===== config.mk =====
export PLATFORM = sky130hd
export DESIGN_NAME = spi_flash_reader_flat
export DESIGN_NICKNAME = d
export VERILOG_FILES = /design/src/rtl/spi_flash_reader_pkg.sv /design/src/rtl/spi_flash_reader_if.sv /design/src/rtl/spi_flash_reader_sck_gen.sv /design/src/rtl/spi_flash_reader.sv /design/src/flat_wrapper.sv
export SDC_FILE = /design/constraint.sdc
export NUM_CORES = 1
export LEC_CHECK = 0
export CORE_ASPECT_RATIO = 0.8
export CORE_MARGIN = 5
export CORE_UTILIZATION = 50
export DETAILED_ROUTE_END_ITERATION = 7
export PLACE_DENSITY_LB_ADDON = 0.2
export RECOVER_POWER = 50
export SLEW_MARGIN = 20
export SYNTH_ARGS = -nofsm -noshare
export SYNTH_HDL_FRONTEND = slang
export SYNTH_HIERARCHICAL = 1
export SYNTH_SLANG_ARGS = --single-unit

===== constraint.sdc =====
create_clock -name i_CLK -period 2.9 [get_ports i_CLK]
set_clock_uncertainty 0.05 [all_clocks]
set_input_delay 0.29 -clock i_CLK [delete_from_list [all_inputs] [get_ports i_CLK]]
set_output_delay 0.29 -clock i_CLK [all_outputs]
set_load 0.1 [all_outputs]

===== src/rtl/spi_flash_reader_pkg.sv =====
// spi_flash_pkg: shared constants and FSM state encoding for the SPI flash reader.
// No ports; imported by the interface, the SCK generator's user and the top.
package spi_flash_pkg;
    localparam logic [7:0] CMD_READ = 8'h03;
    localparam int         ADDR_W   = 24;
    typedef enum logic [2:0] {
        ST_IDLE,
        ST_SETUP,
        ST_CMDADDR,
        ST_DATA,
        ST_HOLD
    } state_t;
endpackage


===== src/rtl/spi_flash_reader_if.sv =====
// spi_flash_reader_if: request/response handshake plus SPI flash pins.
// Ports (slave view): i_REQ/i_ADDR/i_LEN start a read, i_FT_CS is the FT2232
// bus claim, i_SPI_MISO is flash data; o_BUSY/o_DATA/o_DATA_VALID/o_DONE/o_ABORT
// report progress, o_SPI_CS/o_SPI_CLK/o_SPI_MOSI drive the flash.
interface spi_flash_reader_if;
    import spi_flash_pkg::*;
    logic              i_REQ;
    logic [ADDR_W-1:0] i_ADDR;
    logic [7:0]        i_LEN;
    logic              i_FT_CS;
    logic              o_BUSY;
    logic [7:0]        o_DATA;
    logic              o_DATA_VALID;
    logic              o_DONE;
    logic              o_ABORT;
    logic              o_SPI_CS;
    logic              o_SPI_CLK;
    logic              o_SPI_MOSI;
    logic              i_SPI_MISO;
    modport slave (
        input  i_REQ, i_ADDR, i_LEN, i_FT_CS, i_SPI_MISO,
        output o_BUSY, o_DATA, o_DATA_VALID, o_DONE, o_ABORT, o_SPI_CS, o_SPI_CLK, o_SPI_MOSI
    );
    modport master (
        output i_REQ, i_ADDR, i_LEN, i_FT_CS, i_SPI_MISO,
        input  o_BUSY, o_DATA, o_DATA_VALID, o_DONE, o_ABORT, o_SPI_CS, o_SPI_CLK, o_SPI_MOSI
    );
endinterface


===== src/rtl/spi_flash_reader_sck_gen.sv =====
// spi_sck_gen: CLK_DIV half-period counter producing SCK level and edge strobes.
// Ports: clk, rst_n (async active-low); en_i runs the counter (cleared when low),
// tgl_i lets SCK toggle on each tick; sck_o level, tick_o end of half-period,
// rise_o/fall_o flag the cycle whose closing edge raises/lowers SCK.
module spi_sck_gen #(
    parameter int CLK_DIV = 2
) (
    input  logic clk,
    input  logic rst_n,
    input  logic en_i,
    input  logic tgl_i,
    output logic sck_o,
    output logic tick_o,
    output logic rise_o,
    output logic fall_o
);
    localparam logic [7:0] LAST = 8'(CLK_DIV - 1);
    logic [7:0] cnt_q, cnt_d;
    logic       sck_q, sck_d;
    assign tick_o = en_i && (cnt_q == LAST);
    assign rise_o = tick_o && tgl_i && !sck_q;
    assign fall_o = tick_o && tgl_i && sck_q;
    // Gating with en_i forces SCK low in the very cycle the transfer stops.
    assign sck_o  = en_i && sck_q;
    always_comb begin
        cnt_d = (en_i && !tick_o) ? cnt_q + 8'd1 : 8'd0;
        sck_d = en_i && (sck_q ^ (tick_o && tgl_i));
    end
    always_ff @(posedge clk or negedge rst_n) begin
        if (!rst_n) begin
            cnt_q <= '0;
            sck_q <= 1'b0;
        end else begin
            cnt_q <= cnt_d;
            sck_q <= sck_d;
        end
    end
endmodule


===== src/rtl/spi_flash_reader.sv =====
// spi_flash_reader: issues a 0x03 READ with 24-bit address and streams i_LEN bytes
// (0 = 256) back as o_DATA/o_DATA_VALID, yielding the bus whenever the FT2232 claims it.
// Ports: i_CLK, i_RST_N (async active-low), bus = spi_flash_reader_if.slave.
module spi_flash_reader
    import spi_flash_pkg::*;
#(
    parameter int CLK_DIV = 2
) (
    input  logic              i_CLK,
    input  logic              i_RST_N,
    spi_flash_reader_if.slave bus
);
    state_t      state_q, state_d;
    logic [31:0] shift_q, shift_d;
    logic [6:0]  rx_q, rx_d;
    logic [7:0]  data_q, data_d;
    logic [4:0]  bit_q, bit_d;
    logic [8:0]  byte_q, byte_d;
    logic        valid_q, valid_d, done_q, done_d, abort_q, abort_d;
    logic        sck, tick, rise, fall;
    spi_sck_gen #(.CLK_DIV(CLK_DIV)) u_sck (
        .clk    (i_CLK),
        .rst_n  (i_RST_N),
        .en_i   (state_q != ST_IDLE),
        .tgl_i  (state_q != ST_HOLD),
        .sck_o  (sck),
        .tick_o (tick),
        .rise_o (rise),
        .fall_o (fall)
    );
    always_comb begin
        state_d = state_q;
        shift_d = shift_q;
        rx_d    = rx_q;
        data_d  = data_q;
        bit_d   = bit_q;
        byte_d  = byte_q;
        valid_d = 1'b0;
        done_d  = 1'b0;
        abort_d = 1'b0;
        if (state_q == ST_IDLE) begin
            if (bus.i_REQ && bus.i_FT_CS) begin
                state_d = ST_SETUP;
                shift_d = {CMD_READ, bus.i_ADDR};
                byte_d  = (bus.i_LEN == 8'd0) ? 9'd256 : {1'b0, bus.i_LEN};
                bit_d   = '0;
            end
        end else if (!bus.i_FT_CS) begin
            // FT2232 took the bus: drop everything, including any partial byte.
            state_d = ST_IDLE;
            abort_d = 1'b1;
            shift_d = '0;
            rx_d    = '0;
            bit_d   = '0;
            byte_d  = '0;
        end else begin
            case (state_q)
                ST_SETUP: state_d = rise ? ST_CMDADDR : ST_SETUP;
                ST_CMDADDR: begin
                    if (fall) begin
                        // Shifting in zeros leaves MOSI low once the header is out.
                        shift_d = shift_q << 1;
                        bit_d   = bit_q + 5'd1;
                        state_d = (bit_q == 5'd31) ? ST_DATA : ST_CMDADDR;
                    end
                end
                ST_DATA: begin
                    if (rise) begin
                        rx_d  = {rx_q[5:0], bus.i_SPI_MISO};
                        bit_d = bit_q + 5'd1;
                        if (bit_q[2:0] == 3'd7) begin
                            data_d  = {rx_q, bus.i_SPI_MISO};
                            valid_d = 1'b1;
                            byte_d  = byte_q - 9'd1;
                        end
                    end else if (fall && byte_q == 9'd0) begin
                        state_d = ST_HOLD;
                    end
                end
                ST_HOLD: begin
                    if (tick) begin
                        state_d = ST_IDLE;
                        done_d  = 1'b1;
                        bit_d   = '0;
                    end
                end
                default: state_d = ST_IDLE;
            endcase
        end
    end
    always_ff @(posedge i_CLK or negedge i_RST_N) begin
        if (!i_RST_N) begin
            state_q <= ST_IDLE;
            shift_q <= '0;
            rx_q    <= '0;
            data_q  <= '0;
            bit_q   <= '0;
            byte_q  <= '0;
            valid_q <= 1'b0;
            done_q  <= 1'b0;
            abort_q <= 1'b0;
        end else begin
            state_q <= state_d;
            shift_q <= shift_d;
            rx_q    <= rx_d;
            data_q  <= data_d;
            bit_q   <= bit_d;
            byte_q  <= byte_d;
            valid_q <= valid_d;
            done_q  <= done_d;
            abort_q <= abort_d;
        end
    end
    assign bus.o_BUSY       = state_q != ST_IDLE;
    assign bus.o_SPI_CS     = state_q == ST_IDLE;
    assign bus.o_SPI_CLK    = sck;
    assign bus.o_SPI_MOSI   = shift_q[31];
    assign bus.o_DATA       = data_q;
    assign bus.o_DATA_VALID = valid_q;
    assign bus.o_DONE       = done_q;
    assign bus.o_ABORT      = abort_q;
endmodule

===== src/flat_wrapper.sv =====
// flat-port wrapper written by rule: the top's interface ports become plain ports
module spi_flash_reader_flat import spi_flash_pkg::*;
#(
    parameter int CLK_DIV = 2
)
  (i_CLK, i_RST_N, bus_i_REQ, bus_i_ADDR, bus_i_LEN, bus_i_FT_CS, bus_i_SPI_MISO, bus_o_BUSY, bus_o_DATA, bus_o_DATA_VALID, bus_o_DONE, bus_o_ABORT, bus_o_SPI_CS, bus_o_SPI_CLK, bus_o_SPI_MOSI);
  spi_flash_reader_if bus_i ();
  input  logic i_CLK;
  input  logic i_RST_N;
  input wire logic [$bits(bus_i.i_REQ)-1:0] bus_i_REQ;
  input wire logic [$bits(bus_i.i_ADDR)-1:0] bus_i_ADDR;
  input wire logic [$bits(bus_i.i_LEN)-1:0] bus_i_LEN;
  input wire logic [$bits(bus_i.i_FT_CS)-1:0] bus_i_FT_CS;
  input wire logic [$bits(bus_i.i_SPI_MISO)-1:0] bus_i_SPI_MISO;
  output wire logic [$bits(bus_i.o_BUSY)-1:0] bus_o_BUSY;
  output wire logic [$bits(bus_i.o_DATA)-1:0] bus_o_DATA;
  output wire logic [$bits(bus_i.o_DATA_VALID)-1:0] bus_o_DATA_VALID;
  output wire logic [$bits(bus_i.o_DONE)-1:0] bus_o_DONE;
  output wire logic [$bits(bus_i.o_ABORT)-1:0] bus_o_ABORT;
  output wire logic [$bits(bus_i.o_SPI_CS)-1:0] bus_o_SPI_CS;
  output wire logic [$bits(bus_i.o_SPI_CLK)-1:0] bus_o_SPI_CLK;
  output wire logic [$bits(bus_i.o_SPI_MOSI)-1:0] bus_o_SPI_MOSI;
  assign bus_i.i_REQ = bus_i_REQ;
  assign bus_i.i_ADDR = bus_i_ADDR;
  assign bus_i.i_LEN = bus_i_LEN;
  assign bus_i.i_FT_CS = bus_i_FT_CS;
  assign bus_i.i_SPI_MISO = bus_i_SPI_MISO;
  assign bus_o_BUSY = bus_i.o_BUSY;
  assign bus_o_DATA = bus_i.o_DATA;
  assign bus_o_DATA_VALID = bus_i.o_DATA_VALID;
  assign bus_o_DONE = bus_i.o_DONE;
  assign bus_o_ABORT = bus_i.o_ABORT;
  assign bus_o_SPI_CS = bus_i.o_SPI_CS;
  assign bus_o_SPI_CLK = bus_i.o_SPI_CLK;
  assign bus_o_SPI_MOSI = bus_i.o_SPI_MOSI;
  spi_flash_reader #(.CLK_DIV(CLK_DIV)) u_core (.i_CLK(i_CLK), .i_RST_N(i_RST_N), .bus(bus_i));
endmodule

Word level (Yosys, flattened, before mapping)
Cells that the tools add are included.
Widths: inputs -> output; s select.
{ "totals": {"out_inout_bits": 15, "word_cells": 103, "reg_bits": 76, "inputBits": 37} }
{ "classes": {"n_reduce_logical": 21, "add_sub_neg": 3, "n_eq_ne": 22, "bitwise": 2, "n_mux": 44} }
{ "op_table": {"columns": ["operator", "n"], "rows": [
  ["$mux 32", 5],
  ["$mux 9", 7],
  ["$mux 5", 6],
  ["$mux 3", 7],
  ["$mux 7", 3],
  ["$ne 3x1->1 const B", 5],
  ["$pmux 5 s3", 1],
  ["$reduce_and 5->1", 3],
  ["$mux 1", 12],
  ["$ne 4x3->1 const B", 3],
  ["$pmux 3 s4", 1],
  ["$logic_and 1x1->1", 9],
  ["$logic_not 9->1", 1],
  ["$sub 9x1->9 const B", 1],
  ["$add 8x1->8 const B", 1],
  ["$eq 8x1->1 const B", 1],
  ["$logic_not 8->1", 1],
  ["$mux 8", 1],
  ["$ne 4x4->1 const B", 2],
  ["$eq 3x2->1 const B", 2],
  ["$eq 3x3->1 const B", 2],
  ["$ne 2x1->1 const B", 3],
  ["$reduce_and 3->1", 2],
  ["$add 5x1->5 const B", 1],
  ["other kinds (11)", 12]
]} }

Longest topological paths before layout
Gate-level depths: netlist (run 1).
{ "depth": {"depth_word": 10, "depth_mapped": 9, "depth_no_buf": 9} }

Hierarchy
Netlist (run 1), hierarchy kept.
{ "by_module_without_submodules": {"columns": ["module", "cells_per_inst", "n_inst", "seq_area_each_um2", "area_per_inst_um2"], "rows": [
  ["spi_flash_reader", 333, 1, 1676.6, 3424.5],
  ["spi_sck_gen", 47, 1, 225.2, 457.9]
]} }

Worst setup path before layout (run 1)
No wires, ideal clock.
{ "synth_timing": {"kind": "flip-flop to output port", "start": "reg u_core.state_q[1]", "end": "out bus_o_SPI_CLK", "path_buffers": 2, "setup_slack_ps": -753, "arrival_time_ps": 3313, "stages_incl_launch_ff": 6, "t_required_ps": 2560, "cell_sequence": "dfrtp_1 > or3_1 > clkbuf_1 > clkbuf_1 > inv_1 > nor2_1"} }
{ "synth_via": {"elab_chain_len": 2} }
{ "synth_rtl": {"columns": ["element", "line", "text"], "rows": [
  ["from (decl)", "spi_flash_reader.sv:13", "state_t state_q, state_d;"],
  ["from (signal assigned)", "spi_flash_reader.sv:103", "state_q <= state_d;"],
  ["$reduce_bool 3->1", null, null],
  ["net bus_o_BUSY", "flat_wrapper.sv:15", "output wire logic [$bits(bus_i.o_BUSY)-1:0] bus_o_BUSY;"],
  ["$logic_and 1x1->1", "spi_flash_reader_sck_gen.sv:24", "assign sck_o = en_i && sck_q;"],
  ["to (decl)", "flat_wrapper.sv:21", "output wire logic [$bits(bus_i.o_SPI_CLK)-1:0] bus_o_SPI_CLK;"]
]} }
The timed path passes the listed nets, and every way through them passes these cells.

Worst setup path after layout (run 1)
{ "layout_timing": {"start": "reg u_core.state_q[1]", "end": "reg u_core.bit_q[0]"} }
{ "layout_via": {"elab_chain_len": 6, "elab_cells_between_ends": 19, "classes_between": "eq/ne: 9; mux: 3; reduce/logical: 7"} }
{ "layout_rtl": {"columns": ["element", "line", "text"], "rows": [
  ["$reduce_bool 3->1", "spi_flash_reader.sv:24", ".en_i (state_q != ST_IDLE),"],
  ["$logic_and 1x1->1", "spi_flash_reader_sck_gen.sv:20", "assign tick_o = en_i && (cnt_q == LAST);"],
  ["$logic_and 1x1->1 (*) (2 in a row)", "spi_flash_reader_sck_gen.sv:22", "assign fall_o = tick_o && tgl_i && sck_q;"],
  ["net u_core.fall", "spi_flash_reader.sv:20", "logic sck, tick, rise, fall;"],
  ["$ne 4x3->1 (no source line) (*)", null, null],
  ["$reduce_and 5->1 (no source line) (*)", null, null],
  ["to (signal assigned)", "spi_flash_reader.sv:107", "bit_q <= bit_d;"],
  ["to (decl)", "spi_flash_reader.sv:17", "logic [4:0] bit_q, bit_d;"]
]} }
The timed path passes the listed nets; every way through them passes the cells marked *.
A chain may end at the register's enable or synchronous reset.

==> flow_summary.toml, run 1 <==
[power]
p_int_mw = 2.45
ir_drop_mv = 0.599
switching_power_mw = 1.67
fin_total_pwr_mw = 4.12
p_leak_nw = 2.24
pwr_density_cell_mw_per_mm2 = 883
p_seq_share_pct = 37.0
switching_share_pct = 40.5
combPwrFrac_pct = 45.7
clkPwrFrac_pct = 17.3

[global_route]
grt_pass1_wl_microns = 13900
grt_remaining_overflow = 0
antenna_found_initial = 0
grtUsageTotal_pct = 18.5
grt_max_degree = 77
first_global_vias = 2932

[drt]
drtAntennaViolNets = 0
totalWireLength_microns = 8360
first_iter_violations = 152
wl_per_cell_microns = 15.5
via_count = 3029
first_pass_iters = 4
viasPerCell = 5.60
drt_drc_violations_left = 0

[setup_path]
ff2ff_path_depth = 7
max_stage_delay_ns = 0.57
regToRegSetupSlack_ns = 0.17
cp_max_fo = 7
path_delay_family = "simple AND/OR/NAND/NOR gates"
path_cells = "or3_1, and3_1, ha_1, nand2b_1, a2111oi_2, or2_4, mux2_4"
path_depth = 7
endpoint = "u_core/bit_q[0]"
worstSetupPathType = "reg -> reg"
crit_buf_inv = 0
worstSetupEndpointType = "flop"
required_ns = 3.09
cp.arrival_ns = 2.92
rr_endpoint = "u_core/bit_q[0]"
worstReg2RegStart = "u_core/state_q[1]"
crit_start = "u_core/state_q[1]"
crit_path_start_kind = "flop"
cpMaxStageDelayCell = "a2111oi_2"

[floorplan]
die_x_microns = 109
die_h_microns = 88.8
num_rows = 28
die_area_sq_mm = 0.00964
initial_core_util_pct = 51.8
ios = 52
coreArea_sq_mm = 0.00750

[clocking]
cts_tree = "built"
cts_htree_levels = 3
path_clk_slew_ns = 0.07
clock_path_buffers = 2
cts_root_buffer = "clkbuf_8"
cts_sinks = 76
insertion_delay_ns = 0.35
numCtsBuffers = 9

[synthesis]
synth_cells = 380
synth_ff_type = "dfrtp_1"
synth-seq-cells = 76
synth_cell_types = 54
synth_warnings = 6
ys_seq_area_share_pct = 49.0
synth.net_count = 425
async_flop_share_pct = 100
synth_edf_count = 0
syn_area_per_cell_sq_um = 10.2
syn_area_sq_mm = 0.00388

[min_path]
hold_depth = 1
hold_path.startpoint = "u_core/shift_q[19]"
hold_path_class = "reg -> reg"

[placed_design]
dp_hpwl_microns = 5670
dpl.cell_count = 524
gp_congestion = 0.898
post-place-ws_ns = 0.195
dpl_cell_area_sq_mm = 0.00450
io_buffers = 51

[layout]
diodes = 0
final_util_pct = 62.3
drive_gt1_share_pct = 13.3
syn2layout_area_growth_pct = 20.3
instances_no_fill = 541
nFillCells = 643
layout.nets = 477
design_area_sq_mm = 0.00467

[sta]
worstMarginPinSlew_ns = 1.82
final_max_slew_viol_count = 32
finalCritPeriodShare_pct = 94.2
setup_violations = 0
finalCriticalPeriod_ns = 2.73
relSlewSlack_pct = -21.6
hold_violations = 0
max_freq_mhz = 366
whs_ns = 0.445
finalWorstSetupSlack_ns = 0.168
rsz0062_at_grt = "false"
fin_tns_setup_ns = 0

[status]
failed_checks = "capacitance limit, slew limit"
outcome = "finished with violations"

[flow_run]
drv_cap = 1
synth_stat cells, drive strengths merged, types with 2 or more instances:
master   instances  area, sq um
o2bb2ai          3         26.3
o21ai           10         50.1
nand4            3         18.8
a31o             2         17.5
or2              2         15.0
nand2           53          199
or4              2         15.0
buf             13         82.6
a22o             7         61.3
ha               8          100
mux2i            7         70.1
xnor2            2         17.5
nand3           30          150
nor3             6         30.0
inv             14         52.6
and3            12         75.1
nor4             5         31.3
a211o            2         17.5
a21oi           15         93.9
and2             2         12.5
mux2            38          432
a21boi           2         15.0
o22ai            7         43.8
clkbuf           9         33.8
a221o            2         20.0
o31ai            4         30.0
nor2            23         93.8
or3              5         31.3
dfrtp           76         1900
cells in the final DEF (no fill, tap or decap), types with 4 or more instances in the layout:
cell type	Yosys	layout
o31ai_1	4	4
mux2i_1	7	7
a22o_1	7	7
or3_1	5	5
nor4_1	5	5
nand3_1	30	30
ha_1	8	8
clkbuf_8	0	11
clkdlybuf4s50_1	0	35
buf_4	0	14
nor2_1	22	21
clkbuf_1	9	10
inv_1	13	13
a21oi_1	12	12
mux2_1	24	24
mux2_2	13	13
o21ai_0	10	10
buf_12	0	4
nor3_1	6	6
o22ai_1	7	7
and3_1	12	12
dfrtp_1	76	76
nand2_1	53	53
power groups by stage:
| stage | combinational (mW) | sequential, mW | clock [mW] |
|---|---|---|---|
| after global routing | 2.07 | 1.56 | 0.780 |
| final | 1.89 | 1.52 | 0.715 |
| after global placement | 1.84 | 1.53 | 0 |
| after detailed placement | 1.89 | 1.54 | 0 |
| after floorplan | 1.43 | 1.53 | 0 |
| after CTS | 1.90 | 1.52 | 0.736 |
flip-flops by register name, summed over array words and instances, names as in the netlist:
name / flops
u_core/rx_q: 7
u_core/state_q: 3
u_core/u_sck/cnt_q: 8
u_core/bus.o_DONE: 1
u_core/bus.o_DATA_VALID: 1
u_core/bus.o_DATA: 8
u_core/bus.o_ABORT: 1
u_core/bit_q: 5
u_core/u_sck/sck_q: 1
u_core/byte_q: 9
u_core/shift_q: 32
worst min path at each step:
stage | endpoint | slack [ns]
6_report | u_core/shift_q[19] | 0.44
5_1_grt | u_core/shift_q[0] | 0.46
4_1_cts | u_core/u_sck/cnt_q[4] | 0.07
3_5_place_dp | u_core/shift_q[19] | 0.43
3_3_place_gp | u_core/byte_q[7] | 0.42
2_1_floorplan | u_core/bit_q[0] | -0.06
cell type report:
type,instances,area [sq um],share of cell area (%)
multi-input cells,268,1810,38.8
flip-flops and latches,76,1900,40.7
repair buffers,63,603,12.9
well taps,105,131,2.81
clock buffers,13,159,3.40
inverters,14,52.6,1.12
clock inverters,2,10.0,0.214
kinds of logic after synthesis:
group / count (synthesis) / synth area share (%)
buffers and inverters: 36 / 4.35
adder cells (fa/ha/maj): 8 / 2.58
AND/OR/NAND/NOR: 150 / 18.9
AO/OA/AOI/OAI: 62 / 11.6
multiplexers: 45 / 12.9
flip-flops: 76 / 49.0
XOR/XNOR: 3 / 0.677
routing by layer:
| metal | GRT usage [%] | share of wire (%) | vias to the layer above |
|---|---|---|---|
| met2 | 27.8 | 46 | 73 |
| li1 | - | - | 1460 |
| met1 | 26.0 | 49 | 1488 |
| met4 | 7.22 | 1.3 | 0 |
| met3 | 4.67 | 4.4 | 8 |
| met5 | 0 | 0 | - |
worst reg2reg max path: cells and delay by family, from the launching register on:
| family | cells | cell delay, ns |
|---|---|---|
| and+or+nand+nor | 4 | 1.02 |
| AOI/OAI and AO/OA | 1 | 0.58 |
| DFF | 1 | 0.46 |
| muxes | 1 | 0.29 |
| adders and majority gates | 1 | 0.24 |
timing repair:
action	CTS	global route
buffers inserted	0	0
resized for setup	0	0
hold buffers	0	1
endpoints found under the hold margin	0	31
No activity file was read; power rests on OpenSTA's default activity.
==> run 2: changes to the inputs <==
--- a/config.mk
+++ b/config.mk
@@ -6,7 +6,7 @@
 export NUM_CORES = 1
 export LEC_CHECK = 0
 export CORE_ASPECT_RATIO = 0.8
-export CORE_MARGIN = 5
+export CORE_MARGIN = 2
 export CORE_UTILIZATION = 50
 export DETAILED_ROUTE_END_ITERATION = 7
 export PLACE_DENSITY_LB_ADDON = 0.2
==> run 2 against run 1 <==
The run still ends with capacitance limit, slew limit left. Sequential power about the same. Critical path type unchanged. Cell area up 1.7%. Power increased by 8.3%. Clock power increased by 50%. Maximum frequency increased by 1.8%. Largest power group unchanged. Via count shrank 0.59%. First-iteration DRC count decreased by 18%. Register-to-register slack gained 0.05 ns. Sequential share of layout area decreased by 0.70 points. Worst hold slack worse by 0.089 ns.
==> flow_summary.toml, run 2 (synthesized netlist as in run 1, its figures left out) <==
[status]
outcome = "finished with violations"
failed_checks = "capacitance limit, slew limit"

[setup_path]
required_ns = 3.10
cpMaxStageDelayCell = "a2111oi_2"
crit_buf_inv = 0
cp_max_fo = 5
path_cells = "ha_1, and3_1, and3_1, ha_1, nand2b_1, a2111oi_2, or2_4, mux2_4"
rr_endpoint = "u_core/bit_q[0]"
path_delay_family = "simple AND/OR/NAND/NOR gates"
cp.arrival_ns = 2.88
worstSetupEndpointType = "flop"
max_stage_delay_ns = 0.57
worstReg2RegStart = "u_core/u_sck/cnt_q[0]"
regToRegSetupSlack_ns = 0.22
worstSetupPathType = "reg -> reg"
crit_path_start_kind = "flop"
ff2ff_path_depth = 8

[drt]
first_iter_violations = 124
via_count = 3011
drtAntennaViolNets = 0
wl_per_cell_microns = 14.5
first_pass_iters = 4
drt_drc_violations_left = 0
totalWireLength_microns = 7840
viasPerCell = 5.56

[power]
switching_share_pct = 37.7
combPwrFrac_pct = 41.9
clkPwrFrac_pct = 24.1
fin_total_pwr_mw = 4.47
p_leak_nw = 2.28
switching_power_mw = 1.68
ir_drop_mv = 0.699
p_int_mw = 2.78
pwr_density_cell_mw_per_mm2 = 940
p_seq_share_pct = 34.1

[global_route]
antenna_found_initial = 0
grt_remaining_overflow = 0
first_global_vias = 2870
grt_max_degree = 77
grt_pass1_wl_microns = 13500
grtUsageTotal_pct = 20.0

[clocking]
cts_setup_buffers = 0
path_clk_slew_ns = 0.08
numCtsBuffers = 9
cts_root_buffer = "clkbuf_8"
cts_sinks = 76
cts_htree_levels = 3
insertion_delay_ns = 0.36
clock_path_buffers = 2
cts_resized = 0
cts_tree = "built"
hold_buffers = 0

[layout]
largest_reg_flops = 32
multi_input_area_sq_mm = 0.00181
reg_top3 = "u_core/shift_q x32, u_core/byte_q x9"
top_register = "u_core/shift_q"
nFillCells = 637
syn2layout_area_growth_pct = 22.4
seq_area_sq_mm = 0.00190
layout.nets = 477
diodes = 0
drive_gt1_share_pct = 14.4
layout_commonest_cell = "dfrtp_1"
layout_common_cells = "76 x dfrtp_1, 53 x nand2_1, 35 x clkdlybuf4s50_1"
final_util_pct = 63.7

[sta]
finalCriticalPeriod_ns = 2.68
rsz0062_at_grt = "false"
worstMarginPinSlew_ns = 1.84
relSlewSlack_pct = -23.0
fin_tns_setup_ns = 0
finalCritPeriodShare_pct = 92.5
max_freq_mhz = 373
final_max_slew_viol_count = 77
hold_violations = 0
finalWorstSetupSlack_ns = 0.217
setup_violations = 0

[floorplan]
initial_core_util_pct = 52.0
die_h_microns = 82.8
die_x_microns = 103
ios = 52
coreArea_sq_mm = 0.00746
num_rows = 28
die_area_sq_mm = 0.00849

[placed_design]
dp_hpwl_microns = 5330
io_buffers = 51
gp_congestion = 0.874
post-place-ws_ns = 0.219

[flow_run]
drv_cap = 1

[min_path]
hold_path_class = "in -> async"
[run 2: cell types whose count changed in the layout (fill, tap and decap cells not counted), sizes merged]
cell / delta
clkbuf: -3
bufinv: +4
buf: +1
dlygate4sd3: -1
clkinv: -1
inv: +1
[run 2: power groups by stage]
stage | Sequential (mW) | Combinational (mW) | Clock (mW)
final | 1.52 | 1.87 | 1.07
after global routing | 1.56 | 2.06 | 1.16
after CTS | 1.52 | 1.89 | 1.11
after detailed placement | 1.54 | 1.89 | 0
after global placement | 1.52 | 1.85 | 0
after floorplan | 1.53 | 1.43 | 0
[run 2: worst register-to-register path, stage by stage (launching register included)]
cell and delay [ns]:
dfrtp_1 0.43, ha_1 0.22, and3_1 0.15, and3_1 0.20
ha_1 0.24, nand2b_1 0.19, a2111oi_2 0.57, or2_4 0.25
mux2_4 0.30
[run 2: layer usage]
layer | part of all wire, % | track usage [%] | vias up
met5 | 0 | 0 | -
met4 | 1.1 | 4.73 | 0
met2 | 46 | 29.2 | 74
met1 | 47 | 28.8 | 1467
met3 | 6.0 | 6.99 | 7
li1 | - | - | 1463
[run 2: final cells by class]
type | instances | share of cell area [%]
multi-input combinational | 268 | 38.2
clock buffer | 10 | 2.90
timing repair buffer | 63 | 12.2
tap | 105 | 2.76
clock inverter | 6 | 2.82
sequential | 76 | 40.0
inverter | 14 | 1.11
[run 2: how the worst max path moves through the flow]
stage | endpoint | cells past startpoint | start
floorplan | u_core/bit_q[0] | 9 | u_core/state_q[1]
global placement | u_core/bit_q[0] | 8 | u_core/u_sck/cnt_q[0]
detailed placement | u_core/bit_q[0] | 8 | u_core/u_sck/cnt_q[0]
CTS | u_core/bit_q[0] | 8 | u_core/u_sck/cnt_q[0]
global route | u_core/bit_q[0] | 8 | u_core/u_sck/cnt_q[6]
finish | u_core/bit_q[0] | 8 | u_core/u_sck/cnt_q[0]
[run 2: through the flow]
stage	hold slack [ns]	cell area [sq um]	cells
floorplan	-0.0556	3890	380
global placement	0.422	4510	526
detailed placement	0.428	4510	526
CTS	0.0544	4780	542
global route	0.455	4750	542
finish	0.355	4750	542
